--- src/rtl/seg_pkg.sv ---
// Shared types, constants and helpers for the seven-segment circle animation.
package seg_pkg;

  localparam int unsigned SEL_W = 4;
  localparam int unsigned DIG_W = 4;
  localparam int unsigned SEG_W = 7;

  typedef enum logic {
    ST_IDLE = 1'b0,
    ST_RUN  = 1'b1
  } state_e;

  localparam logic [SEL_W-1:0] POS_MIN = SEL_W'(1);
  localparam logic [SEL_W-1:0] POS_MAX = SEL_W'(8);

  // Segment patterns as {g,f,e,d,c,b,a}, active high: upper square a,b,f,g; lower square c,d,e,g.
  localparam logic [SEG_W-1:0] PAT_UPPER = 7'b1100011;
  localparam logic [SEG_W-1:0] PAT_LOWER = 7'b1011100;

  // Position to one-hot digit: out along the top row, back along the bottom row.
  function automatic logic [DIG_W-1:0] pos_to_digit(input logic [SEL_W-1:0] pos);
    logic [DIG_W-1:0] dig;
    dig = '0;
    case (pos)
      4'd1, 4'd8: dig = 4'b0001;
      4'd2, 4'd7: dig = 4'b0010;
      4'd3, 4'd6: dig = 4'b0100;
      4'd4, 4'd5: dig = 4'b1000;
      default:    dig = '0;
    endcase
    return dig;
  endfunction

  // Position to segment pattern, as used by the decoder side.
  function automatic logic [SEG_W-1:0] pos_to_pattern(input logic [SEL_W-1:0] pos);
    logic [SEG_W-1:0] pat;
    pat = '0;
    if (pos >= POS_MIN && pos <= SEL_W'(4)) begin
      pat = PAT_UPPER;
    end else if (pos >= SEL_W'(5) && pos <= POS_MAX) begin
      pat = PAT_LOWER;
    end
    return pat;
  endfunction

endpackage

--- src/rtl/seg_circle_ctrl_if.sv ---
// Control and display-drive signals between board control logic and the sequencer.
interface seg_circle_ctrl_if;
  import seg_pkg::*;

  logic             start;
  logic             stop;
  logic             hold;
  logic             dir;
  logic [SEL_W-1:0] sel;
  logic [DIG_W-1:0] dig_sel;
  logic             blank;
  logic             busy;
  logic             lap_pulse;
  logic             done;

  modport master (
    output start, stop, hold, dir,
    input  sel, dig_sel, blank, busy, lap_pulse, done
  );

  modport slave (
    input  start, stop, hold, dir,
    output sel, dig_sel, blank, busy, lap_pulse, done
  );
endinterface

--- src/rtl/seg_tick_gen.sv ---
// Prescaler: counts 0..STEP_CYCLES-1 while enabled; tick_o is high while the count sits at
// its last value, so a consumer steps on (tick_o & en) and a held count keeps its place.
module seg_tick_gen #(
  parameter int unsigned STEP_CYCLES = 50_000_000,
  parameter int unsigned CNT_W       = 26
) (
  input  logic clk,
  input  logic rst,
  input  logic clr_i,
  input  logic en_i,
  output logic tick_o
);

  localparam logic [CNT_W-1:0] CNT_LAST = CNT_W'(STEP_CYCLES - 1);

  logic [CNT_W-1:0] cnt_q;
  logic [CNT_W-1:0] cnt_d;
  logic             tick_q;

  // Next count with wrap at the last value.
  always_comb begin
    cnt_d = (cnt_q == CNT_LAST) ? '0 : cnt_q + CNT_W'(1);
  end

  // Count register and terminal-count flag; clear wins over enable.
  always_ff @(posedge clk) begin
    if (rst || clr_i) begin
      cnt_q  <= '0;
      tick_q <= 1'b0;
    end else if (en_i) begin
      cnt_q  <= cnt_d;
      tick_q <= (cnt_d == CNT_LAST);
    end
  end

  assign tick_o = tick_q;

endmodule

--- src/rtl/seg_circle_ctrl.sv ---
// Rotating-square sequencer: steps a position 1..8 and drives decoder select and digit enable.
module seg_circle_ctrl
  import seg_pkg::*;
#(
  parameter int unsigned STEP_CYCLES = 50_000_000,
  parameter int unsigned LAPS        = 0,
  parameter int unsigned CNT_W       = 26
) (
  input  logic            clk,
  input  logic            rst,
  seg_circle_ctrl_if.slave bus
);

  localparam int unsigned LAP_W = (LAPS > 1) ? $clog2(LAPS + 1) : 1;

  state_e           state_q;
  logic [SEL_W-1:0] pos_q;
  logic [LAP_W-1:0] laps_q;
  logic [SEL_W-1:0] sel_q;
  logic [DIG_W-1:0] dig_sel_q;
  logic             blank_q;
  logic             busy_q;
  logic             lap_pulse_q;
  logic             done_q;

  logic             tick;
  logic             tick_clr_c;
  logic             tick_en_c;
  logic             step_c;
  logic             wrap_c;
  logic             limit_hit_c;
  logic [SEL_W-1:0] pos_d;
  logic [LAP_W-1:0] laps_d;

  // Prescaler is parked at zero in IDLE and restarted by start/stop.
  always_comb begin
    tick_clr_c = (state_q == ST_IDLE) || bus.start || bus.stop;
    tick_en_c  = (state_q == ST_RUN) && !bus.hold;
  end

  seg_tick_gen #(
    .STEP_CYCLES (STEP_CYCLES),
    .CNT_W       (CNT_W)
  ) u_tick (
    .clk    (clk),
    .rst    (rst),
    .clr_i  (tick_clr_c),
    .en_i   (tick_en_c),
    .tick_o (tick)
  );

  // Next position per direction, wrap detection and lap-limit check.
  always_comb begin
    step_c = (state_q == ST_RUN) && !bus.hold && tick;
    if (bus.dir) begin
      wrap_c = (pos_q == POS_MIN);
      pos_d  = wrap_c ? POS_MAX : pos_q - SEL_W'(1);
    end else begin
      wrap_c = (pos_q == POS_MAX);
      pos_d  = wrap_c ? POS_MIN : pos_q + SEL_W'(1);
    end
    laps_d      = laps_q + LAP_W'(1);
    limit_hit_c = (LAPS != 0) && wrap_c && (laps_d == LAP_W'(LAPS));
  end

  // FSM with registered outputs; priority rst > stop > start > step.
  always_ff @(posedge clk) begin
    if (rst) begin
      state_q     <= ST_IDLE;
      pos_q       <= POS_MIN;
      laps_q      <= '0;
      sel_q       <= POS_MIN;
      dig_sel_q   <= '0;
      blank_q     <= 1'b1;
      busy_q      <= 1'b0;
      lap_pulse_q <= 1'b0;
      done_q      <= 1'b0;
    end else begin
      lap_pulse_q <= 1'b0;
      done_q      <= 1'b0;
      if (bus.stop) begin
        state_q   <= ST_IDLE;
        pos_q     <= POS_MIN;
        laps_q    <= '0;
        sel_q     <= POS_MIN;
        dig_sel_q <= '0;
        blank_q   <= 1'b1;
        busy_q    <= 1'b0;
      end else if (bus.start) begin
        state_q   <= ST_RUN;
        pos_q     <= POS_MIN;
        laps_q    <= '0;
        sel_q     <= POS_MIN;
        dig_sel_q <= pos_to_digit(POS_MIN);
        blank_q   <= 1'b0;
        busy_q    <= 1'b1;
      end else if (step_c) begin
        if (limit_hit_c) begin
          state_q     <= ST_IDLE;
          pos_q       <= POS_MIN;
          laps_q      <= '0;
          sel_q       <= POS_MIN;
          dig_sel_q   <= '0;
          blank_q     <= 1'b1;
          busy_q      <= 1'b0;
          lap_pulse_q <= 1'b1;
          done_q      <= 1'b1;
        end else begin
          pos_q       <= pos_d;
          sel_q       <= pos_d;
          dig_sel_q   <= pos_to_digit(pos_d);
          lap_pulse_q <= wrap_c;
          if (wrap_c) begin
            laps_q <= laps_d;
          end
        end
      end
    end
  end

  assign bus.sel       = sel_q;
  assign bus.dig_sel   = dig_sel_q;
  assign bus.blank     = blank_q;
  assign bus.busy      = busy_q;
  assign bus.lap_pulse = lap_pulse_q;
  assign bus.done      = done_q;

endmodule
--- src/flat_wrapper.sv ---
// flat-port wrapper written by rule: the top's interface ports become plain ports
module seg_circle_ctrl_flat import seg_pkg::*;
#(
  parameter int unsigned STEP_CYCLES = 50_000_000,
  parameter int unsigned LAPS        = 0,
  parameter int unsigned CNT_W       = 26
)
  (clk, rst, bus_start, bus_stop, bus_hold, bus_dir, bus_sel, bus_dig_sel, bus_blank, bus_busy, bus_lap_pulse, bus_done);
  seg_circle_ctrl_if bus_i ();
  input  logic clk;
  input  logic rst;
  input wire logic [$bits(bus_i.start)-1:0] bus_start;
  input wire logic [$bits(bus_i.stop)-1:0] bus_stop;
  input wire logic [$bits(bus_i.hold)-1:0] bus_hold;
  input wire logic [$bits(bus_i.dir)-1:0] bus_dir;
  output wire logic [$bits(bus_i.sel)-1:0] bus_sel;
  output wire logic [$bits(bus_i.dig_sel)-1:0] bus_dig_sel;
  output wire logic [$bits(bus_i.blank)-1:0] bus_blank;
  output wire logic [$bits(bus_i.busy)-1:0] bus_busy;
  output wire logic [$bits(bus_i.lap_pulse)-1:0] bus_lap_pulse;
  output wire logic [$bits(bus_i.done)-1:0] bus_done;
  assign bus_i.start = bus_start;
  assign bus_i.stop = bus_stop;
  assign bus_i.hold = bus_hold;
  assign bus_i.dir = bus_dir;
  assign bus_sel = bus_i.sel;
  assign bus_dig_sel = bus_i.dig_sel;
  assign bus_blank = bus_i.blank;
  assign bus_busy = bus_i.busy;
  assign bus_lap_pulse = bus_i.lap_pulse;
  assign bus_done = bus_i.done;
  seg_circle_ctrl #(.STEP_CYCLES(STEP_CYCLES), .LAPS(LAPS), .CNT_W(CNT_W)) u_core (.clk(clk), .rst(rst), .bus(bus_i));
endmodule
--- config.mk ---
export PLATFORM = sky130hd
export DESIGN_NAME = seg_circle_ctrl_flat
export DESIGN_NICKNAME = d
export VERILOG_FILES = /design/src/rtl/seg_pkg.sv /design/src/rtl/seg_circle_ctrl_if.sv /design/src/rtl/seg_tick_gen.sv /design/src/rtl/seg_circle_ctrl.sv /design/src/flat_wrapper.sv
export SDC_FILE = /design/constraint.sdc
export NUM_CORES = 1
export LEC_CHECK = 0
export CAP_MARGIN = 0
export CORE_MARGIN = 1
export CORE_UTILIZATION = 53
export DETAILED_ROUTE_END_ITERATION = 8
export GPL_TIMING_DRIVEN = 0
export PLACE_DENSITY_LB_ADDON = 0.3
export RECOVER_POWER = 25
export SLEW_MARGIN = 20
export SYNTH_ARGS = -nofsm -noshare
export SYNTH_HDL_FRONTEND = slang
export SYNTH_SLANG_ARGS = --single-unit
--- constraint.sdc ---
create_clock -name clk -period 3.5 [get_ports clk]
set_clock_uncertainty 0.05 [all_clocks]
set_input_delay 0.35 -clock clk [delete_from_list [all_inputs] [get_ports clk]]
set_output_delay 0.35 -clock clk [all_outputs]
set_load 0.005 [all_outputs]
# ---- Yosys cells after proc, flatten, opt, wreduce, memory -nomap -nowiden
# Memories as Yosys holds them, arrays and structs flattened.
# Index checks and enable logic that the tools add are counted.
dict set report totals {
  ff_bits 38
  rom_bits 64
  out_inout_bits 12
  elab_cells 35
  mem_count 1
}
dict set report op_classes {
  n_addsub 3
  eq_ne 4
  mux 7
  bitwise 2
  n_reduce_logical 10
}
# memory depth width rd rd_ports_with_merged_regs write_ports line_no
set memory_table {}
lappend memory_table {{(no name shown)} 16 4 1 0 0 seg_pkg.sv:24} ;# case (pos)
# op count
set op_table {}
lappend op_table {{== test 26 bit, second input constant} 2}
lappend op_table {{adder 26 x 1 -> 26 bit, second input constant} 1}
lappend op_table {{two-way mux 26 bit} 1}
lappend op_table {{two-way mux 4 bit} 3}
lappend op_table {{adder 4 x 1 -> 4 bit, second input constant} 1}
lappend op_table {{== test 4 x 1 -> 1 bit, second input constant} 1}
lappend op_table {{== test 4 bit, second input constant} 1}
lappend op_table {{OR reduction 4 bit} 1}
lappend op_table {{subtractor 4 x 1 -> 4 bit, second input constant} 1}
lappend op_table {{logical OR 1 bit} 3}
lappend op_table {{two-way mux 1 bit} 3}
lappend op_table {{OR reduction 3 bit} 1}
lappend op_table {{logical AND 1 bit} 2}
lappend op_table {{inverter 1 bit} 2}
lappend op_table {{nonzero test 2 bit} 1}
lappend op_table {{OR reduction 2 bit} 1}
lappend op_table {{zero test 1 bit} 1}

# ---- Longest topological paths before layout
# Gate-level depths: netlist (run 1).
# An unclocked memory read counts as a cell.
dict set report depth {
  depth_word 6
  ltp_mapped 10
  ltp_nobuf 9
}

# ---- Hierarchy
# A second synthesis (run 1) with hierarchy kept.
dict set report unflattened {
  cells_unflattened 293
  area_unflattened_um2 2387.3
}
# mod instances cells_each area_each_um2
set modules_own_cells {}
lappend modules_own_cells {seg_tick_gen 1 222 1780.5}
lappend modules_own_cells {seg_circle_ctrl 1 71 606.8}

# ---- Worst setup path before layout (run 1)
# Ideal clock, no wire load.
dict set report synth_timing {
  kind {register to register}
  start {register u_core.u_tick.cnt_q[2]}
  end {register u_core.u_tick.tick_q, in the netlist u_core.u_tick.tick_o}
  setup_time_ns 0.069
  arrival_ns 2.465
  t_required_ns 3.381
  slack_ns 0.916
  path_stages_with_launch 11
  path_cell_list {dfxtp_1 > buf_4 > nand3_1 > or3_1 > buf_2 > or3_4 > buf_6 > nor3b_2 > a32oi_1 > or4_1 > o21ai_1}
}
dict set report synth_between {
  elab_chain_cells 3
  word_cells_on_any_way 4
}
# item line_no
set synth_rtl {}
lappend synth_rtl {{from (decl)} seg_tick_gen.sv:16} ;# logic [CNT_W-1:0] cnt_q;
lappend synth_rtl {{from (signal assigned)} seg_tick_gen.sv:31} ;# cnt_q <= cnt_d;
lappend synth_rtl {{adder 26 x 1 -> 26 bit / == test 26 bit (equally long branches)} seg_tick_gen.sv:22} ;# cnt_d = (cnt_q == CNT_LAST) ? '0 : cnt_q + CNT_W'(1);
lappend synth_rtl {{two-way mux 26 bit *} seg_tick_gen.sv:22}
lappend synth_rtl {{== test 26 bit *} seg_tick_gen.sv:32} ;# tick_q <= (cnt_d == CNT_LAST);
lappend synth_rtl {{to (signal assigned)} seg_tick_gen.sv:32}
lappend synth_rtl {{to (decl)} seg_tick_gen.sv:18} ;# logic tick_q;
# Mark *: on every way between the ends. The rest lies on a longest branch, timed or not.
# A chain may end at the register's enable or synchronous reset.

# ---- Worst setup path after layout (run 1)
dict set report layout_timing {
  start {register u_core.u_tick.cnt_q[0]}
  end {register u_core.u_tick.tick_q, in the netlist u_core.u_tick.tick_o}
}
# Same word-level chain as after synthesis.

==> run_results.csv, run 1 <==
group,metric,value,unit
die,start_util,56.40,%
grt,track_usage,27.52,%
clock_network,clockRootBuffer,"clkbuf_8",
synthesis,synth_flop_cell,"dfxtp_1",
synthesis,async_flop_share,0,%
layout,n_fill_cell,381,
die,die_w,67.95,µm
clock_network,worstSkewPairLatency,290,ps
layout,nets,335,
synthesis,yosysUniqueCellTypes,51,
timing,tightest_slew,606.8,ps
routing,route.detailed.drc,0,
clock_network,cts_sinks,38,
synthesis,synth_top_area_cell,"dfxtp_1",
synthesis,netlist_area,2305,µm²
layout,regArea,760.7,µm²
setup_path,r2r_slack,440,ps
synthesis,synth_most_common_cell,"nor2_1",
synthesis,yosys.area.top_type_share,33.01,%
placed_design,io_buffers,15,
power,irDropWorstVdd,0.2455,mV
grt,antenna_found_initial,0,
setup_path,path_class,"flop to flop",
routing,num_vias,2280,
power,total_power,0.8202,mW
die,die-area,4617,µm²
synthesis,syn_nets,313,
timing,fin_crit_sh,87.47,%
setup_path,path_cells,"ha_1 > nand4_1 > nor3_2 > nand3_1 > xnor2_1 > nand2_1 > or4_1 > o21ai_1",
grt,grt_max_degree,12,
clock_network,clock_path_buffers,2,
setup_path,path_max_fanout,8,
timing,rsz0062_at_grt,"no",
layout,antenna_cells,0,
layout,syn2layout_area_growth,14.22,%
die,num_rows,23,
timing,slew_violations,0,
synthesis,yosysWarnings,0,
synthesis,yosysSeqAreaShare,33.01,%
clock_network,tritoncts,"done",
worst_hold_path,hold_class,"flop to flop",
timing,relSlewSlack,59.33,%
layout,multi_input_area,1438,µm²
die,core_area,4086,µm²
grt,grt_pass1_wl,9.480,mm
clock_network,clk_transition_reported_paths,70,ps
synthesis,synth_cells,303,
synthesis,synth_edf_count,0,
placed_design,dp_hpwl,3.981,mm
grt,gr-total-overflow,0,
run_status,status,"finished, final reports clean",
clock_network,htreeDepth,2,
timing,hold_violations,0,
clock_network,cts-buffers-inserted,5,
timing,fin_setup_tns,0,ps
setup_path,required,3680,ps
flow_run,drv_cap,0,
routing,drt-total-wl,5.733,mm
timing,setup_viol,0,
setup_path,cp.arrival,3240,ps
routing,ant_nets,0,
routing,wl_per_cell,15.25,µm
grt,grt_pass1_vias,2052,
layout,drive_above_1_share,6.135,%
clock_network,postCtsSetupRepairBufs,0,
setup_path,cp_top_family,"simple AND/OR/NAND/NOR gates",
synthesis,synth_area_leaders,"dfxtp_1, nor2_1, a21oi_1",
power,power.density,311.6,nW/µm²
synthesis,synth_common_cells,"nor2_1, dfxtp_1, nand2_1",
power,p_leak,0.8625,nW
routing,dr.first_iter.drc_count,236,
timing,finalCriticalPeriod,3062,ps
setup_path,cpMaxStageDelayCell,"nor3_2",
clock_network,hold_buffers,0,
die,chipHeight,67.95,µm
setup_path,crit_buf_inv,0,
placed_design,globalplace.congestion,0.9252,
timing,fmax,326.6,MHz
setup_path,cp-end-kind,"flop",
setup_path,critPathMaxStageDelay,640,ps
setup_path,cp-start-kind,"flop",
die,io_pins,18,
routing,avgViaCountPerCell,6.064,
synthesis,yosys_register_bits,38,
routing,drt-pass1-iter-count,5,
synthesis,syn_avg_cell_area,7.606,µm²
-- cell type report --
class / count / share of cell area [%]
buffer: 16 / 2.947
clock buffer: 8 / 4.183
inverter: 9 / 1.283
multi-input combinational: 240 / 54.61
sequential: 38 / 28.90
tap: 50 / 2.376
timing repair buffer: 15 / 5.703
-- flip-flops by register name (all words and copies together), names as in the netlist --
register,count
u_core.u_tick.cnt_q,26
u_core.bus.dig_sel,4
u_core.bus.sel,4
u_core.bus.blank,1
u_core.bus.busy,1
u_core.bus.lap_pulse,1
u_core.u_tick.tick_o,1
-- power breakdown --
group / internal (mW) / leakage (nW) / switching [mW] / total [mW]
logic: 0.0124 / 0.498 / 0.0190 / 0.0315
registers: 0.434 / 0.307 / 0.00148 / 0.435
clock network: 0.199 / 0.0575 / 0.155 / 0.354
total: 0.645 / 0.863 / 0.175 / 0.820
-- what timing repair did --
item,in CTS,in global routing
endpoints found under the hold margin,0,0
setup endpoints to repair,0,1
gates resized for setup,0,1
-- logic make-up after synthesis --
logic type                 count (synthesis)  synth area share (%)
buffers and inverters                     25                 4.831
other                                      1                0.1627
DFF                                       38                 33.01
muxes                                      5                 3.257
and+or+nand+nor                          147                 33.06
AOI/OAI and AO/OA                         62                 15.53
adders and majority gates                  4                 2.172
xor gates and xnor gates                  21                 7.980
-- final timing paths --
check / startpoint / to / cells after the start
max: u_core.u_tick.cnt_q[0] / u_core.u_tick.tick_o / 8
max reg2reg: u_core.u_tick.cnt_q[0] / u_core.u_tick.tick_o / 8
min: u_core.bus.dig_sel[2] / u_core.bus.dig_sel[2] / 2
min reg2reg: u_core.bus.dig_sel[2] / u_core.bus.dig_sel[2] / 2
-- routing by layer --
metal	vias to the layer above	track usage, %	wire length (µm)
li1	1114	-	-
met3	17	4.667	416
met2	96	39.09	2414
met5	-	0	0
met4	0	16.93	136
met1	1053	38.25	2766
-- cells in the final DEF (no fill, tap or decap), types with 3 or more instances in the layout --
| cell type | n |
|---|---|
| nor2_1 | 42 |
| dfxtp_1 | 38 |
| nand2_1 | 28 |
| a21oi_1 | 23 |
| o21ai_0 | 19 |
| nor3_1 | 14 |
| nand3_1 | 13 |
| xor2_1 | 11 |
| clkbuf_1 | 10 |
| xnor2_1 | 10 |
| dlygate4sd3_1 | 10 |
| inv_1 | 9 |
| nand4_1 | 9 |
| or3_1 | 8 |
| clkbuf_8 | 8 |
| nor2b_1 | 6 |
| nor4_1 | 5 |
| clkdlybuf4s50_1 | 5 |
| ha_1 | 4 |
| nand3b_1 | 3 |
| nand2b_1 | 3 |
| o21a_1 | 3 |
| mux2i_1 | 3 |
-- worst reg2reg max path, cell delays in order (launching register included) --
cell,delay (ps)
dfxtp_1,460
ha_1,330
nand4_1,400
nor3_2,640
nand3_1,220
xnor2_1,240
nand2_1,70
or4_1,440
o21ai_1,150
-- per-stage QoR --
step | cells | hold WS (ps) | instance area (µm²) | setup WS, ps | util, %
3_5_place_dp | 368 | 394.9 | 2517 | 305.3 | 61.60
2_1_floorplan | 303 | 398.3 | 2305 | 915.7 | -
3_3_place_gp | 368 | 394.5 | 2517 | 339.4 | 61.60
4_1_cts | 376 | 412.3 | 2628 | 274.0 | 64.30
5_1_grt | 376 | 466.8 | 2633 | 279.1 | 64.42
6_report | 376 | 406.1 | 2633 | 438.4 | 64.42
No activity file was read; power rests on OpenSTA's default activity.
==> run 2, diff against run 1 <==
Clock period 3.5 ns to 3.81 ns, I/O delays scaled along.
==> run 2 against run 1 <==
Combinational power decreased by 7.9%; clock power shrank 7.6%; utilization shrank 0.12 points; flip-flop and latch count did not move; die area is the same; sequential share of layout area is 0.055 points higher; final cell count unchanged; design area is 0.19% lower; critical path depth is the same; largest power group unchanged.
==> run_results.csv, run 2 (same netlist as run 1, synthesis figures left out) <==
group,metric,value,unit
grt,track_usage,27.52,%
setup_path,crit_start,"u_core.u_tick.cnt_q[0]",
timing,finalCriticalPeriod,3343,ps
placed_design,dp_hpwl,3.981,mm
die,core_area,4086,µm²
setup_path,r2r.worst_path.cells,8,
setup_path,reg2reg_to,"u_core.u_tick.tick_o",
clock_network,tritoncts,"done",
run_status,status,"finished, final reports clean",
setup_path,cp.arrival,3520,ps
grt,globalRouteMet3Util,4.667,%
die,io_pins,18,
timing,tightest_slew,939.6,ps
layout,most-common-layout-cells,"nor2_1, dfxtp_1, nand2_1",
grt,grt.met1_usage,38.25,%
layout,nets,335,
timing,fin_setup_tns,0,ps
routing,wl_per_cell,15.21,µm
setup_path,path_class,"flop to flop",
routing,drt-pass1-iter-count,5,
clock_network,htreeDepth,2,
clock_network,cts_sinks,38,
timing,setup_viol,0,
timing,fin_crit_sh,87.75,%
power,irDropWorstVdd,0.2254,mV
die,die_w,67.95,µm
flow_run,drv_cap,0,
setup_path,r2r-start,"u_core.u_tick.cnt_q[0]",
clock_network,clockRootBuffer,"clkbuf_8",
setup_path,path_cells,"ha_1 > nand4_1 > nor3_1 > nand3_1 > xnor2_1 > nand2_1 > or4_1 > o21ai_1",
routing,route.detailed.drc,0,
grt,gr-total-overflow,0,
timing,hold_violations,0,
timing,fmax,299.1,MHz
worst_hold_path,hold_class,"flop to flop",
setup_path,r2r_slack,470,ps
die,die-area,4617,µm²
setup_path,critPathMaxStageDelay,890,ps
grt,grt_pass1_wl,9.480,mm
setup_path,cpMaxStageDelayCell,"nor3_1",
setup_path,path_max_fanout,8,
timing,relSlewSlack,36.88,%
placed_design,dp.cells,368,
clock_network,clk_transition_reported_paths,70,ps
placed_design,dp_slack,615.3,ps
grt,grt_max_degree,12,
clock_network,postCtsSetupRepairBufs,0,
routing,dr.first_iter.drc_count,219,
clock_network,hold_buffers,0,
die,start_util,56.40,%
timing,rsz0062_at_grt,"no",
layout,final_common_cell,"nor2_1",
clock_network,cts-buffers-inserted,5,
layout,drive_above_1_share,5.828,%
grt,grt_pass1_vias,2052,
die,num_rows,23,
routing,num_vias,2274,
setup_path,cp-end-kind,"flop",
power,p_leak,0.8625,nW
clock_network,worstSkewPairLatency,300,ps
routing,drt-total-wl,5.718,mm
clock_network,cts-resized-gates,0,
layout,regMostFlops,"u_core.u_tick.cnt_q",
setup_path,cp-start-kind,"flop",
timing,slew_violations,0,
power,power.density,287.5,nW/µm²
timing,hold_ws,406.1,ps
layout,final_cells,376,
grt,use_met2,39.09,%
placed_design,globalplace.congestion,0.9252,
placed_design,io_buffers,15,
grt,antenna_found_initial,0,
layout,syn2layout_area_growth,14.01,%
layout,antenna_cells,0,
setup_path,endpoint,"u_core.u_tick.tick_o",
die,chipHeight,67.95,µm
setup_path,required,3990,ps
grt,top_usage_layer,"met2",
clock_network,clock_path_buffers,2,
routing,avgViaCountPerCell,6.048,
timing,layout_setup_ws,466.9,ps
power,total_power,0.7555,mW
layout,largest_reg_flops,26,
routing,ant_nets,0,
-- run 2: worst max-delay path, delay by kind of cell (launching register included) --
family,cells,cell delay (ps)
AOI/OAI and AO/OA,1,150
xor gates and xnor gates,1,250
adders and majority gates,1,330
DFF,1,460
and+or+nand+nor,5,2040
-- run 2: stage by stage --
stage / utilization (%) / cell area [µm²]
after floorplan: - / 2305
after global placement: 61.60 / 2517
after detailed placement: 61.60 / 2517
after CTS: 64.30 / 2628
after global routing: 64.30 / 2628
final: 64.30 / 2628
-- run 2: power by group --
group / switching [mW] / internal, mW / total [mW] / leakage (nW)
Combinational: 0.0176 / 0.0114 / 0.0290 / 0.498
Sequential: 0.00135 / 0.398 / 0.400 / 0.307
Clock: 0.144 / 0.183 / 0.327 / 0.0575
Total: 0.163 / 0.593 / 0.755 / 0.862
-- run 2: routing by layer --
layer | part of all wire [%] | vias to the layer above | routed length, µm
met3 | 7.0 | 22 | 402
met4 | 2.9 | 0 | 163
met5 | 0 | - | 0
met1 | 48 | 1037 | 2717
met2 | 43 | 95 | 2434
li1 | - | 1120 | -
-- run 2: cell type report --
type | instances | area (µm²)
tap | 50 | 62.56
clock buffer | 8 | 110.1
timing repair buffer | 15 | 150.1
buffer | 16 | 77.57
fill | 384 | 1459
sequential | 38 | 760.7
inverter | 9 | 33.78
multi-input combinational | 240 | 1433
-- run 2: how the worst min path moves through the flow --
| stage | from | endpoint | slack, ps | cells after the start |
|---|---|---|---|---|
| finish | u_core.bus.dig_sel[2] | u_core.bus.dig_sel[2] | 410 | 2 |
| global route | u_core.bus.blank | u_core.bus.blank | 470 | 2 |
| CTS | u_core.bus.dig_sel[2] | u_core.bus.dig_sel[2] | 410 | 2 |
| detailed placement | u_core.bus.dig_sel[2] | u_core.bus.dig_sel[2] | 390 | 2 |
| global placement | u_core.bus.dig_sel[2] | u_core.bus.dig_sel[2] | 390 | 2 |
| floorplan | u_core.bus.dig_sel[2] | u_core.bus.dig_sel[2] | 400 | 2 |
==> run 3, diff against run 2 <==
Settings changed: SLEW_MARGIN 20 to 5.
==> results of run 3 <==
No change in the layout: final DEF, timing and power equal those of run 2.
